$ cat src/rtl/ps2_receiver.sv
// rtl/ps2_receiver.sv - PS/2 keyboard receiver tracking the first held key
//
// Deserialises 11-bit PS/2 device-to-host frames (start, 8 data LSB first,
// parity, stop) on sys_clk and follows make/break sequences. key shows the scan
// code of the first key pressed and holds it until that key's break sequence
// arrives. Other keys pressed meanwhile are ignored. 0 means "no key".
//
// Ports
//   sys_clk    in   system clock, all logic on the rising edge
//   async_rst  in   asynchronous active-low reset
//   ps2_clk    in   PS/2 clock from the keyboard (asynchronous, idle high)
//   ps2_data   in   PS/2 data from the keyboard (asynchronous, idle high)
//   key        out  scan code of the held primary key, 0 when none

module ps2_receiver #(
    parameter int                    DATA_WIDTH     = 8,
    parameter logic [DATA_WIDTH-1:0] BREAK_CODE     = 8'hF0,
    parameter logic [DATA_WIDTH-1:0] EXT_CODE       = 8'hE0,
    parameter int                    SYNC_STAGES    = 2,
    parameter int                    TIMEOUT_CYCLES = 200000
) (
    input  logic                  sys_clk,
    input  logic                  async_rst,
    input  logic                  ps2_clk,
    input  logic                  ps2_data,
    output logic [DATA_WIDTH-1:0] key
);

    localparam int CW = $clog2(DATA_WIDTH);
    localparam int TW = $clog2(TIMEOUT_CYCLES + 1);
    localparam logic [CW-1:0] LAST_BIT = CW'(DATA_WIDTH - 1);
    localparam logic [TW-1:0] TO_MAX   = TW'(TIMEOUT_CYCLES - 1);

    typedef enum logic [1:0] {
        ST_IDLE,
        ST_DATA,
        ST_PARITY,
        ST_STOP
    } state_t;

    state_t                  state_q, state_d;
    logic [SYNC_STAGES-1:0]  clk_sync_q, clk_sync_d;
    logic [SYNC_STAGES-1:0]  data_sync_q, data_sync_d;
    logic                    clk_prev_q, clk_prev_d;
    logic [CW-1:0]           bit_cnt_q, bit_cnt_d;
    logic [DATA_WIDTH-1:0]   shift_q, shift_d;
    logic [TW-1:0]           timeout_q, timeout_d;
    logic                    byte_valid_q, byte_valid_d;
    logic                    break_pending_q, break_pending_d;
    logic [DATA_WIDTH-1:0]   key_q, key_d;

    logic clk_cur;
    logic data_cur;
    logic fall;

    assign clk_cur  = clk_sync_q[SYNC_STAGES-1];
    assign data_cur = data_sync_q[SYNC_STAGES-1];
    // Data is sampled in the same cycle the synchronised clock is seen falling.
    assign fall     = clk_prev_q & ~clk_cur;
    assign key      = key_q;

    // Synchronisers and edge-detect history.
    always_comb begin
        clk_sync_d  = {clk_sync_q[SYNC_STAGES-2:0], ps2_clk};
        data_sync_d = {data_sync_q[SYNC_STAGES-2:0], ps2_data};
        clk_prev_d  = clk_cur;
    end

    // Frame FSM, advanced only on detected falling edges of ps2_clk.
    always_comb begin
        state_d      = state_q;
        bit_cnt_d    = bit_cnt_q;
        shift_d      = shift_q;
        timeout_d    = '0;
        byte_valid_d = 1'b0;

        case (state_q)
            ST_IDLE: begin
                if (fall && !data_cur) begin
                    state_d   = ST_DATA;
                    bit_cnt_d = '0;
                end
            end
            ST_DATA: begin
                if (fall) begin
                    shift_d = {data_cur, shift_q[DATA_WIDTH-1:1]};
                    if (bit_cnt_q == LAST_BIT) begin
                        state_d = ST_PARITY;
                    end else begin
                        bit_cnt_d = bit_cnt_q + 1'b1;
                    end
                end
            end
            ST_PARITY: begin
                if (fall) begin
                    state_d = ST_STOP;
                end
            end
            ST_STOP: begin
                if (fall) begin
                    byte_valid_d = data_cur;
                    state_d      = ST_IDLE;
                end
            end
            default: state_d = ST_IDLE;
        endcase

        // A stalled partial frame is abandoned so a later frame starts clean.
        if (state_q != ST_IDLE && !fall) begin
            if (timeout_q == TO_MAX) begin
                state_d = ST_IDLE;
            end else begin
                timeout_d = timeout_q + 1'b1;
            end
        end
    end

    // Make/break decode. shift_q cannot change before the next frame's data
    // bits, so it still holds the received byte on the cycle after the strobe.
    always_comb begin
        key_d           = key_q;
        break_pending_d = break_pending_q;

        if (byte_valid_q) begin
            if (shift_q == EXT_CODE) begin
                break_pending_d = break_pending_q;
            end else if (shift_q == BREAK_CODE) begin
                break_pending_d = 1'b1;
            end else if (break_pending_q) begin
                if (shift_q == key_q) begin
                    key_d = '0;
                end
                break_pending_d = 1'b0;
            end else if (key_q == '0) begin
                // A 0x00 make code leaves key at 0 naturally.
                key_d = shift_q;
            end
        end
    end

    always_ff @(posedge sys_clk or negedge async_rst) begin
        if (!async_rst) begin
            state_q         <= ST_IDLE;
            clk_sync_q      <= '1;
            data_sync_q     <= '1;
            clk_prev_q      <= 1'b1;
            bit_cnt_q       <= '0;
            shift_q         <= '0;
            timeout_q       <= '0;
            byte_valid_q    <= 1'b0;
            break_pending_q <= 1'b0;
            key_q           <= '0;
        end else begin
            state_q         <= state_d;
            clk_sync_q      <= clk_sync_d;
            data_sync_q     <= data_sync_d;
            clk_prev_q      <= clk_prev_d;
            bit_cnt_q       <= bit_cnt_d;
            shift_q         <= shift_d;
            timeout_q       <= timeout_d;
            byte_valid_q    <= byte_valid_d;
            break_pending_q <= break_pending_d;
            key_q           <= key_d;
        end
    end

endmodule

$ cat config.mk
export PLATFORM = sky130hd
export DESIGN_NAME = ps2_receiver
export DESIGN_NICKNAME = d
export VERILOG_FILES = /design/src/rtl/ps2_receiver.sv
export SDC_FILE = /design/constraint.sdc
export NUM_CORES = 1
export LEC_CHECK = 0
export CAP_MARGIN = 30
export CELL_PAD_IN_SITES_DETAIL_PLACEMENT = 1
export CELL_PAD_IN_SITES_GLOBAL_PLACEMENT = 2
export CORE_MARGIN = 5
export CORE_UTILIZATION = 42
export CTS_CLUSTER_DIAMETER = 120
export DETAILED_ROUTE_END_ITERATION = 12
export GPL_TIMING_DRIVEN = 0
export PLACE_DENSITY_LB_ADDON = 0.1
export SLEW_MARGIN = 5
export SYNTH_ARGS = -nofsm -noshare
export SYNTH_HDL_FRONTEND = slang
export SYNTH_SLANG_ARGS = --single-unit
$ cat constraint.sdc
create_clock -name sys_clk -period 4.3 [get_ports sys_clk]
set_clock_uncertainty 0.05 [all_clocks]
set_input_delay 0.86 -clock sys_clk [delete_from_list [all_inputs] [get_ports sys_clk]]
set_output_delay 0.86 -clock sys_clk [all_outputs]
set_load 0.01 [all_outputs]
# Yosys cells after proc, flatten, opt, wreduce, memory -nomap -nowiden
# Index checks and enable logic that the tools add are counted.
dict set report op_classes {
  addsub 2
  eq_ne 12
  mux 20
  bitwise 4
  reduce_logical 13
}
# operator n
set ops {}
lappend ops {{$mux 18} 2}
lappend ops {{$mux 8} 3}
lappend ops {{$add 18x1->18 const B} 1}
lappend ops {{$eq 18x18->1 const B} 1}
lappend ops {{$eq 8x8->1 const B} 2}
lappend ops {{$mux 2} 7}
lappend ops {{$mux 3} 3}
lappend ops {{$eq 8x8->1} 1}
lappend ops {{$logic_not 8->1} 1}
lappend ops {{$pmux 2 s4} 1}
lappend ops {{$ne 2x2->1 const B} 3}
lappend ops {{$pmux 3 s2} 1}
lappend ops {{$reduce_bool 2->1} 3}
lappend ops {{$reduce_and 5->1} 1}
lappend ops {{$eq 2x2->1 const B} 2}
lappend ops {{$reduce_and 2->1} 2}
lappend ops {{$reduce_and 4->1} 1}
lappend ops {{$add 3x1->3 const B} 1}
lappend ops {{$eq 3x3->1 const B} 1}
lappend ops {{$mux 1} 3}
lappend ops {{$not 1->1} 3}
lappend ops {{$eq 2x1->1 const B} 1}
lappend ops {{$logic_and 1x1->1} 2}
lappend ops {{$logic_not 1->1} 2}
lappend ops {{3 further kinds} 3}
dict set report word_totals {
  regBits 46
  in_bits 4
  output_inout_bits 8
  wordCells 61
}

# Depth between registers and ports, before layout
dict set report logic_depth {
  word_depth 7
  ltp_mapped 6
  mapped_depth_nobuf 5
}

# Worst setup path before layout
# Ideal clock, no wire load.
dict set report synth_timing {
  kind {reg2reg}
  startpoint {register key_q[4] (netlist: key[4])}
  endpoint {register key_q[4] (netlist: key[4])}
  t_arrival_ps 1497
  required_ps 4159
  slack_ps 2662
  stages_incl_launch_ff 5
  n_path_buf 0
  path_cell_list {dfrtp_1 -> or4_1 -> o21ai_1 -> nand3b_1 -> o221ai_1}
}
dict set report synth_between {
  elab_chain_cells 3
}
# item line
set synth_lines {}
lappend synth_lines {{from (decl)} 50} ;# logic [DATA_WIDTH-1:0] key_q, key_d;
lappend synth_lines {{from (signal assigned)} 163} ;# key_q <= key_d;
lappend synth_lines {{$eq 8x8->1 / $logic_not 8->1 (equally long branches)} {130, 134}}
lappend synth_lines {{$ne 2x1->1 (no line) / $reduce_bool 2->1 (equally long branches)} n/a}
lappend synth_lines {{$reduce_and 5->1 (no line) (*)} n/a}
# Mark *: on every way between the ends. The rest lies on a longest branch, timed or not.
# A chain may end at the register's enable or synchronous reset.

# Worst setup path after layout
dict set report layout_timing {
  startpoint {register key_q[5] (netlist: key[5])}
  endpoint {output port key[5]}
}
# item line
set layout_lines {}
lappend layout_lines {{to (decl)} 26} ;# output logic [DATA_WIDTH-1:0] key
# No word-level cell between the ends.

==> summary.md <==
| Metric | Value |
|---|---|
| Top layer used by detailed routing | `met4` |
| Routed metal-1 wirelength | `2043 um` |
| Number of stages on the worst hold path | `0` |
| Global-route wire length before repair | `8866 um` |
| Required @ worst endpoint | `3.39 ns` |
| Async set or reset register ratio after synthesis | `100.0%` |
| Worst R2R Setup Slack | `2.37 ns` |
| Tcrit/Tclk final | `51.89%` |
| CTS H-tree depth | `2` |
| Drt initial violations | `46` |
| Clock tree from TritonCTS | `yes` |
| Register area share after synthesis | `52.35%` |
| Count of boundary I/O pins | `12` |
| Antenna diode count | `0` |
| Count of hold-fix buffers inserted at cts | `0` |
| Synth Register Bits | `46` |
| Most common flop cell mapped by yosys | `sky130_fd_sc_hd__dfrtp_1` |
| Average footprint of a synthesized cell | `10.33 um2` |
| Cell row count | `26` |
| Arrival time worst endpoint | `1.32 ns` |
| Origin of the critical flop-to-flop path | `shift_q[2]` |
| Drc violations | `0` |
| Met3 Wirelength | `131 um` |
| Number of buffers and inverters on the critical path | `1` |
| Endpoint with the worst hold slack | `data_sync_q[1]` |
| Cell class contributing the biggest share of worst-path delay | `buffers and inverters` |
| Library cells used by synthesis | `44` |
| Net count after synthesis | `221` |
| Cell with the largest stage delay on the worst path | `sky130_fd_sc_hd__clkdlybuf4s50_1` |
| Setup crit start kind | `register` |
| Netlist Area Pre-Place | `2211 um2` |
| Post-route cell area | `2536 um2` |
| Clock share of power | `28.8%` |
| Effective utilization at floorplan | `43.29%` |
| Outcome | `finished clean` |
| Clock Pin Slew Worst Setup and Hold Paths | `0.09 ns` |
| Setup TNS after final layout | `0 ns` |
| Floorplan die height | `82.56 um` |
| Max Slew Vio Count | `0` |
| Routed via count divided by cell count | `5.507` |
| Port buffer count | `11` |
| Type of the most critical hold path | `reg -> reg` |
| Root cell of the clock tree | `sky130_fd_sc_hd__clkbuf_8` |
| Global route overflow | `0` |
| Fraction of power consumed by combinational cells | `20.9%` |
| Number of instances in the synthesized netlist | `214` |
| Number of enable flip-flop cells after synthesis | `0` |
| Met2 wire length | `2615 um` |
| Routed Antenna Nets | `0` |
| Length of the first detailed-routing pass in iterations | `4` |
| Critical path cell sequence | `clkdlybuf4s50_1` |
| Time the final worst path needs with I/O delays and setup | `2.231 ns` |
| Layout cells sized above 1 | `11.97%` |
| Total via count in the routed design | `1674` |
| Maximum cell stage delay along the critical path | `0.58 ns` |
| Total of max-cap violations | `0` |
| Headroom to the max-slew limit | `60.66%` |
| Internal | `0.7477 mW` |
| Pin count of the biggest net entering global routing | `31` |
| Worst-skew pair later-pin latency | `0.30 ns` |
| Post-CTS sizing | `0` |
| Overall Global Routing Usage | `16.95%` |
| Placed cell areas | `2424 um2` |
| Final hold violations | `0` |
| Antenna violations before repair | `0` |
| Final weighted congestion in routability-driven placement | `0.8450` |
| Width of the chip | `82.56 um` |
| YS warnings | `0` |
| Switching pwr | `0.3639 mW` |
| Layout overhead on the synthesized area | `14.71%` |
| Setup violation total in the final timing report | `0` |
| Critical-path maximum fanout | `5` |
| Leakage power figure | `1.008 nW` |
| Clock buffer depth | `2` |
| Core box area | `5107 um2` |
| Startpoint of the lowest-slack hold path | `data_sync_q[0]` |
| Peak ir drop on the vdd network | `164.9 uV` |
| Worst-Margin Slew | `0.5881 ns` |
| Net switching fraction of the power | `32.74%` |
| Start-to-end type of the worst setup path | `reg -> out` |
| RSZ-0062 raised after global routing | `no` |
| Power share of the sequential group | `50.2%` |
| Sum of routed wire length over all layers | `4861 um` |
| Capture point of the worst reg-to-reg path | `key[5]` |
| FILL cells | `589` |
| Clock tree sinks | `46` |
| Final cell utilization of the core | `49.66%` |
| Highest attainable clock frequency | `0.4482 GHz` |
| Total Die Area | `6815 um2` |
| CP endpoint kind | `output port` |
| Number of global-route vias before repair | `1910` |
| Final-stage net count | `240` |
| Path depth of the worst reg2reg path | `4` |
| Portion of synthesized cell area occupied by the leading cell type | `46.41%` |
| Largest area contributor in the synthesized netlist | `sky130_fd_sc_hd__dfrtp_1` |
| Half-perimeter wire length of the detailed placement result | `3691 um` |
| Power density relative to cell area | `438.3 nW/um2` |
| Leading cell types by total area after synthesis | `sky130_fd_sc_hd__dfrtp_1, sky130_fd_sc_hd__dfstp_2, sky130_fd_sc_hd__xnor2_1, sky130_fd_sc_hd__o21ai_0, sky130_fd_sc_hd__nand2_1` |
| Setup repair bufs after CTS | `0` |
| Avg WL per Cell | `15.99 um` |
| CTS buffer count | `5` |
-- synthesized netlist by cell type, types with 6 or more instances --
cell type	count
sky130_fd_sc_hd__o21ai_0	17
sky130_fd_sc_hd__xnor2_1	12
sky130_fd_sc_hd__a21oi_1	7
sky130_fd_sc_hd__dfrtp_1	41
sky130_fd_sc_hd__xor2_1	6
sky130_fd_sc_hd__inv_1	14
sky130_fd_sc_hd__or4_1	6
sky130_fd_sc_hd__nand4_1	6
sky130_fd_sc_hd__o21ai_1	7
sky130_fd_sc_hd__nand2_1	21
sky130_fd_sc_hd__nor2_1	15
sky130_fd_sc_hd__o41ai_1	6
-- cell usage in the layout (no fill, tap or decap), types with 2 or more instances in the layout --
cell	count
sky130_fd_sc_hd__nand4_1	6
sky130_fd_sc_hd__inv_1	14
sky130_fd_sc_hd__nand2_1	21
sky130_fd_sc_hd__o211ai_1	2
sky130_fd_sc_hd__a22o_1	3
sky130_fd_sc_hd__or4_1	6
sky130_fd_sc_hd__clkdlybuf4s50_1	10
sky130_fd_sc_hd__o31ai_1	4
sky130_fd_sc_hd__nor3_1	2
sky130_fd_sc_hd__nor2_1	15
sky130_fd_sc_hd__buf_2	4
sky130_fd_sc_hd__ha_1	3
sky130_fd_sc_hd__dfstp_2	5
sky130_fd_sc_hd__o41ai_1	6
sky130_fd_sc_hd__nand3_1	5
sky130_fd_sc_hd__o21ai_1	7
sky130_fd_sc_hd__nand3_2	2
sky130_fd_sc_hd__xor2_1	6
sky130_fd_sc_hd__nand2b_1	2
sky130_fd_sc_hd__xnor2_1	12
sky130_fd_sc_hd__a21oi_1	7
sky130_fd_sc_hd__and2_1	2
sky130_fd_sc_hd__o221ai_1	2
sky130_fd_sc_hd__clkbuf_8	5
sky130_fd_sc_hd__and3_2	2
sky130_fd_sc_hd__o21ai_0	17
sky130_fd_sc_hd__dfrtp_1	41
-- power by group through the flow --
| stage | Sequential, mW | Clock (mW) | Combinational, mW |
|---|---|---|---|
| 3_3_place_gp | 0.562 | 0 | 0.212 |
| 4_1_cts | 0.560 | 0.334 | 0.235 |
| 3_5_place_dp | 0.568 | 0 | 0.234 |
| 6_report | 0.558 | 0.321 | 0.232 |
| 2_1_floorplan | 0.549 | 0 | 0.164 |
| 5_1_grt | 0.568 | 0.356 | 0.263 |
-- worst max path at each step --
stage,end,cells past startpoint,startpoint,slack (ns)
after global placement,bit_cnt_q[2],1,async_rst,1.14
after global routing,key[5],1,key[5],1.99
after CTS,key[5],1,key[5],2.04
after detailed placement,key[5],1,key[5],2.37
final,key[5],1,key[5],2.07
after floorplan,key[4],4,key[4],2.66
-- logic make-up after synthesis --
group	share of synthesized area, %
AND/OR/NAND/NOR	19.30
AO/OA/AOI/OAI	16.13
flip-flops	52.35
buffers and inverters	3.395
XOR/XNOR	7.131
adder cells (fa/ha/maj)	1.698
-- per-stage QoR --
stage	cells	hold WS [ns]	worst slack, ns	total power [mW]
2_1_floorplan	214	0.2952	2.662	0.7131
3_3_place_gp	295	0.2958	1.139	0.7747
3_5_place_dp	296	0.2990	2.370	0.8014
4_1_cts	304	0.3124	2.035	1.128
5_1_grt	304	0.3195	1.991	1.188
6_report	304	0.3123	2.069	1.112
-- area by class of cell --
cell class | instances | area (um2) | share of cell area (%)
Clock buffer | 5 | 68.82 | 2.713
Timing Repair Buffer | 12 | 125.1 | 4.933
Buffer | 4 | 18.77 | 0.7400
Tap cell | 70 | 87.58 | 3.453
Clock inverter | 3 | 43.79 | 1.727
Multi-Input combinational cell | 149 | 978.4 | 38.58
Inverter | 15 | 56.30 | 2.220
Sequential cell | 46 | 1157 | 45.63
-- routing by layer --
layer,up-vias,global-route usage [%]
met5,-,0
met4,0,5.556
met3,8,4.121
met2,16,31.57
met1,847,18.72
li1,803,-
-- registers in the layout, summed over array words and instances, names as in the netlist --
register	flops
clk_prev_q	1
timeout_q	18
byte_valid_q	1
shift_q	8
data_sync_q	2
key	8
break_pending_q	1
clk_sync_q	2
bit_cnt_q	3
state_q	2
No activity file was read; power rests on OpenSTA's default activity.
